File: config.mk
export PLATFORM = sky130hd
export DESIGN_NAME = gate_out_filter
export DESIGN_NICKNAME = d
export VERILOG_FILES = /design/src/rtl/gate_out_filter.sv
export SDC_FILE = /design/constraint.sdc
export NUM_CORES = 1
export LEC_CHECK = 0
export CORE_ASPECT_RATIO = 0.75
export CORE_MARGIN = 5
export CORE_UTILIZATION = 38
export CTS_BUF_LIST = sky130_fd_sc_hd__clkbuf_4
export CTS_CLUSTER_DIAMETER = 80
export DETAILED_ROUTE_END_ITERATION = 7
export SLEW_MARGIN = 15
export SYNTH_ARGS = -nofsm -noshare
export SYNTH_HDL_FRONTEND = slang
export SYNTH_SLANG_ARGS = --single-unit
export TNS_END_PERCENT = 5
File: constraint.sdc
create_clock -name clk -period 1.8 [get_ports clk]
set_clock_uncertainty 0.05 [all_clocks]
set_input_delay 0.27 -clock clk [delete_from_list [all_inputs] [get_ports clk]]
set_output_delay 0.27 -clock clk [all_outputs]
set_load 0.005 [all_outputs]
File: src/rtl/gate_out_filter.sv
// rtl/gate_out_filter.sv - synchronize, debounce and edge-count the gates_area out_or level
module gate_out_filter #(
  parameter int STABLE_CYCLES = 4,
  parameter int CNT_W         = 8
) (
  input  logic             clk,
  input  logic             rst_n,
  input  logic             out_or_i,
  input  logic             clear,
  output logic             filt_out,
  output logic             rise_pulse,
  output logic             fall_pulse,
  output logic [CNT_W-1:0] edge_cnt,
  output logic             cnt_sat
);

  localparam int DBC_W = $clog2(STABLE_CYCLES);
  localparam logic [DBC_W-1:0] DBC_LAST = DBC_W'(STABLE_CYCLES - 1);
  localparam logic [CNT_W-1:0] CNT_MAX  = '1;

  typedef enum logic [1:0] {STABLE_LO, PEND_HI, STABLE_HI, PEND_LO} state_t;

  state_t           state, state_nxt;
  logic [DBC_W-1:0] dbc, dbc_nxt;
  logic             s1, s2;
  logic             filt_nxt, rise_nxt, fall_nxt;
  logic [CNT_W-1:0] cnt_nxt;
  logic             sat_nxt;

  always_ff @(posedge clk or negedge rst_n) begin
    if (!rst_n) begin
      s1         <= 1'b0;
      s2         <= 1'b0;
      state      <= STABLE_LO;
      dbc        <= '0;
      filt_out   <= 1'b0;
      rise_pulse <= 1'b0;
      fall_pulse <= 1'b0;
      edge_cnt   <= '0;
      cnt_sat    <= 1'b0;
    end else begin
      s1         <= out_or_i;
      s2         <= s1;
      state      <= state_nxt;
      dbc        <= dbc_nxt;
      filt_out   <= filt_nxt;
      rise_pulse <= rise_nxt;
      fall_pulse <= fall_nxt;
      edge_cnt   <= cnt_nxt;
      cnt_sat    <= sat_nxt;
    end
  end

  // dbc counts consecutive samples at the pending level; any opposite sample abandons the pend
  always_comb begin
    state_nxt = state;
    dbc_nxt   = dbc;
    filt_nxt  = filt_out;
    rise_nxt  = 1'b0;
    fall_nxt  = 1'b0;
    case (state)
      STABLE_LO: begin
        if (s2) begin
          state_nxt = PEND_HI;
          dbc_nxt   = DBC_W'(1);
        end
      end
      PEND_HI: begin
        if (!s2) begin
          state_nxt = STABLE_LO;
          dbc_nxt   = '0;
        end else if (dbc == DBC_LAST) begin
          state_nxt = STABLE_HI;
          dbc_nxt   = '0;
          filt_nxt  = 1'b1;
          rise_nxt  = 1'b1;
        end else begin
          dbc_nxt = dbc + DBC_W'(1);
        end
      end
      STABLE_HI: begin
        if (!s2) begin
          state_nxt = PEND_LO;
          dbc_nxt   = DBC_W'(1);
        end
      end
      PEND_LO: begin
        if (s2) begin
          state_nxt = STABLE_HI;
          dbc_nxt   = '0;
        end else if (dbc == DBC_LAST) begin
          state_nxt = STABLE_LO;
          dbc_nxt   = '0;
          filt_nxt  = 1'b0;
          fall_nxt  = 1'b1;
        end else begin
          dbc_nxt = dbc + DBC_W'(1);
        end
      end
      default: begin
        state_nxt = STABLE_LO;
        dbc_nxt   = '0;
      end
    endcase
  end

  // clear takes priority over a rise accepted on the same edge
  always_comb begin
    cnt_nxt = edge_cnt;
    if (clear) begin
      cnt_nxt = '0;
    end else if (rise_nxt && (edge_cnt != CNT_MAX)) begin
      cnt_nxt = edge_cnt + CNT_W'(1);
    end
    sat_nxt = (cnt_nxt == CNT_MAX);
  end

endmodule
==> run_summary.xml <==
<?xml version="1.0" encoding="UTF-8"?>
<metrics>
  <group name="status">
    <metric name="outcome" unit="">finished, violations left</metric>
    <metric name="violations" unit="">setup timing</metric>
  </group>
  <group name="clocking">
    <metric name="cts_max_path_buffers" unit="">2</metric>
    <metric name="clock_tree_from_tritoncts" unit="">built</metric>
    <metric name="cts-buffers-inserted" unit="">3</metric>
    <metric name="clk_pin_slew_worst_setup_hold_paths" unit="ps">100</metric>
    <metric name="cts_htree_levels" unit="">1</metric>
    <metric name="clock_sink_count" unit="">18</metric>
    <metric name="insertion_delay" unit="ps">300</metric>
    <metric name="hold_buffers" unit="">0</metric>
    <metric name="clockRootBuffer" unit="">sky130_fd_sc_hd__clkbuf_4</metric>
  </group>
  <group name="synth">
    <metric name="ys_warn_count" unit="">0</metric>
    <metric name="synth.mux.area_fraction" unit="%">3.73</metric>
    <metric name="cell_type_with_the_highest_aggregate_area_in_the_netlist" unit="">sky130_fd_sc_hd__dfrtp_1</metric>
    <metric name="netlist_instances" unit="">72</metric>
    <metric name="synthSimpleGateAreaFrac" unit="%">18.2</metric>
    <metric name="synth_fp_nets" unit="">78</metric>
    <metric name="combinational_family_with_the_most_area_after_synthesis" unit="">simple AND/OR/NAND/NOR gates</metric>
    <metric name="synth_cell_type_count" unit="">30</metric>
    <metric name="cells_taking_the_most_area_after_synthesis" unit="">sky130_fd_sc_hd__dfrtp_1 (54%), sky130_fd_sc_hd__a211oi_2 (3.0%), sky130_fd_sc_hd__ha_1 (3.0%)</metric>
    <metric name="synth.top_cell.area_share" unit="%">53.7</metric>
    <metric name="yosysSeqAreaShare" unit="%">53.7</metric>
    <metric name="synthesis.area_per_instance" unit="um2">11.7</metric>
    <metric name="synth-compound-area-share" unit="%">15.8</metric>
    <metric name="post_synthesis_instance_area" unit="um2">840</metric>
    <metric name="synth.ff_latch_count" unit="">18</metric>
    <metric name="synth-xor-area-share" unit="%">2.09</metric>
    <metric name="synth_adder_area_share" unit="%">2.98</metric>
  </group>
  <group name="final_layout">
    <metric name="design.final.nets" unit="">118</metric>
    <metric name="multiInputGateArea" unit="um2">389</metric>
    <metric name="area_growth_from_synthesis_to_layout" unit="%">47.1</metric>
    <metric name="final-seq-area" unit="um2">452</metric>
    <metric name="layout.cell_area.non_filler" unit="um2">1230</metric>
    <metric name="fillerInstances" unit="">181</metric>
    <metric name="num_antenna_cells" unit="">0</metric>
    <metric name="fraction_of_layout_cells_with_a_size_suffix_above_1" unit="%">33.3</metric>
    <metric name="layout.core_utilization" unit="%">60.3</metric>
    <metric name="layoutNonFillerInstCount" unit="">135</metric>
  </group>
  <group name="power_and_ir_drop">
    <metric name="total_power" unit="uW">968</metric>
    <metric name="combinationalPowerShare" unit="%">27.3</metric>
    <metric name="net-switching-power" unit="uW">265</metric>
    <metric name="static_leakage" unit="nW">0.570</metric>
    <metric name="p_seq_share" unit="%">51.3</metric>
    <metric name="pwr_density_cell" unit="nW/um2">784</metric>
    <metric name="p_clk_share" unit="%">21.4</metric>
    <metric name="cell_internal_pwr" unit="uW">702</metric>
    <metric name="swShare" unit="%">27.4</metric>
    <metric name="ir_drop" unit="mV">0.515</metric>
  </group>
  <group name="job">
    <metric name="max_cap_violations" unit="">0</metric>
  </group>
  <group name="route">
    <metric name="dr_total_vias" unit="">712</metric>
    <metric name="wl" unit="um">2000</metric>
    <metric name="routed_wire_length_per_instance" unit="um">14.8</metric>
    <metric name="antenna_violating_nets_post_route" unit="">0</metric>
    <metric name="detail_route.drc_violations" unit="">0</metric>
    <metric name="average_via_count_per_standard_cell" unit="">5.27</metric>
    <metric name="drt_pre_antenna_iters" unit="">4</metric>
    <metric name="drtIter0Drc" unit="">29</metric>
  </group>
  <group name="die">
    <metric name="initial_core_util" unit="%">41.0</metric>
    <metric name="design.portCount" unit="">16</metric>
    <metric name="die_width" unit="um">64.3</metric>
    <metric name="site_row_count" unit="">14</metric>
    <metric name="die_h" unit="um">50.7</metric>
    <metric name="placeableCoreArea" unit="um2">2050</metric>
    <metric name="die_area" unit="um2">3260</metric>
  </group>
  <group name="grt">
    <metric name="overflow" unit="">0</metric>
    <metric name="maximum_number_of_pins_on_one_net_before_global_route_repair" unit="">19</metric>
    <metric name="grt_pass1_wl" unit="um">3510</metric>
    <metric name="global_route.usage.total" unit="%">13.7</metric>
    <metric name="number_of_antenna_violations_at_the_first_check_in_global_routing" unit="">0</metric>
    <metric name="first_global_vias" unit="">781</metric>
  </group>
  <group name="worst_setup_path">
    <metric name="critPathBufInv" unit="">0</metric>
    <metric name="timing.critical_path.to_type" unit="">flop</metric>
    <metric name="critical_path.top_delay_family" unit="">simple AND/OR/NAND/NOR gates</metric>
    <metric name="cp-start-kind" unit="">flop</metric>
    <metric name="worstSetupStartpoint" unit="">dbc[1]$_DFFE_PN0P_</metric>
    <metric name="critical-path-max-stage-delay" unit="ps">370</metric>
    <metric name="regToRegStartpoint" unit="">dbc[1]$_DFFE_PN0P_</metric>
    <metric name="crit_path_cell_trace" unit="">ha_2 -&gt; and4b_2 -&gt; and3_4 -&gt; a41oi_2 -&gt; a311oi_2 -&gt; and4_1</metric>
    <metric name="worst_path_max_delay_cell" unit="">sky130_fd_sc_hd__dfrtp_1</metric>
    <metric name="timing.critical_path.required" unit="ps">1990</metric>
    <metric name="critPathArrivalTime" unit="ps">2020</metric>
    <metric name="path_max_fanout" unit="">7</metric>
    <metric name="timing_worst_setup_path_type" unit="">flop to flop</metric>
  </group>
  <group name="timing">
    <metric name="setup_repair_after_global_routing_missed_its_margin" unit="">true</metric>
    <metric name="finish_stage_setup_viols" unit="">1</metric>
    <metric name="slew-limit-headroom" unit="%">71.8</metric>
    <metric name="fin_setup_tns" unit="ps">-32.6</metric>
    <metric name="fmax" unit="MHz">546</metric>
    <metric name="final_max_slew_viol_count" unit="">0</metric>
    <metric name="min_period_over_period" unit="%">102</metric>
    <metric name="fin_ws" unit="ps">-32.6</metric>
    <metric name="final_hold_viol_count" unit="">0</metric>
    <metric name="hold_ws" unit="ps">236</metric>
    <metric name="finalCriticalPeriod" unit="ps">1830</metric>
    <metric name="tightest_slew" unit="ps">422</metric>
  </group>
  <group name="place">
    <metric name="place.port_buffers" unit="">15</metric>
    <metric name="placed_area" unit="um2">1110</metric>
    <metric name="placement.setup.worst_slack" unit="ps">-79.3</metric>
    <metric name="gp_routability_congestion" unit="">0.802</metric>
    <metric name="number_of_placed_instances_with_taps_included" unit="">123</metric>
    <metric name="dpl.hpwl" unit="um">1420</metric>
  </group>
  <group name="worst_hold_path">
    <metric name="timing.hold.worst.class" unit="">input port to asynchronous set/reset pin</metric>
  </group>
</metrics>
worst register-to-register path, cell delays in order, from the launching register on:
cell	delay, ps
sky130_fd_sc_hd__dfrtp_1	370
sky130_fd_sc_hd__ha_2	180
sky130_fd_sc_hd__and4b_2	320
sky130_fd_sc_hd__and3_4	260
sky130_fd_sc_hd__a41oi_2	110
sky130_fd_sc_hd__a311oi_2	270
sky130_fd_sc_hd__and4_1	220
sequential cells by signal, indices dropped and copies added (netlist names), named ones only:
register and count:
cnt_sat 1, s2 1, s1 1, fall_pulse 1, dbc 2, rise_pulse 1, state 1, edge_cnt 8
filt_out 1
cells in the final DEF, fill, tap and decap left out, drive strengths merged, types with 2 or more instances in the layout:
cell type	instances
a211oi	2
a21oi	4
a311oi	2
and3	4
and4	2
buf	22
clkbuf	3
clkdlybuf4s50	15
dfrtp	18
ha	2
inv	4
mux2i	2
nand2	4
nand3	5
nand4	2
nor2	4
nor3b	2
o21ai	2
xor2	2
cell usage after synthesis (all sizes together):
master  number
mux2         1
and3         4
nand2        4
inv          4
xor2         2
and4         2
o21bai       1
nor3b        2
a41o         1
mux2i        2
buf          2
o31a         1
a21oi        4
o2111a       1
a41oi        1
a211oi       2
nand4        2
and4b        1
a311oi       2
dfrtp       18
nor2         4
nand3        5
o21ai        2
nand2b       1
and2         1
ha           2
power by group through the flow:
stage	logic [mW]	registers (mW)	clock network [mW]
final	0.264	0.497	0.207
after global routing	0.295	0.505	0.241
after CTS	0.255	0.498	0.218
after detailed placement	0.238	0.506	0
after global placement	0.231	0.504	0
after floorplan	0.102	0.510	0
timing repair:
action	CTS	global route
resized for setup	6	4
setup buffers	5	3
pin swaps	10	8
endpoints found under the setup margin	1	2
cell families after synthesis:
kind of cell / Yosys count
simple gates: 26
flops: 18
compound gates: 15
buf+inv: 6
mux: 3
xor+xnor: 2
fa+ha+maj: 2
final cells by class:
| type | instances | share of cell area (%) |
|---|---|---|
| Inverter | 4 | 1.22 |
| Clock inverter | 1 | 0.304 |
| Multi-Input combinational cell | 48 | 31.5 |
| Clock buffer | 3 | 1.82 |
| Timing Repair Buffer | 37 | 26.1 |
| Sequential cell | 18 | 36.6 |
| Tap cell | 24 | 2.43 |
layer usage:
metal	global-route usage [%]	wire [um]	vias up
met4	6.44	50	0
li1	-	-	344
met2	22.7	943	18
met1	15.6	899	344
met5	0	0	-
met3	5.36	107	6
final timing paths:
kind	end	slack, ps	cells after the start
worst max-delay path	cnt_sat$_DFF_PN0_	-30	6
worst max register to register	cnt_sat$_DFF_PN0_	-30	6
min in group clk	s2$_DFF_PN0_	310	0
max in group asynchronous	edge_cnt[0]$_DFF_PN0_	1260	2
worst min-delay path	state[0]$_DFFE_PN0P_	240	2
worst min register to register	s2$_DFF_PN0_	310	0
Note: power is estimated with default switching activity, not from simulation.
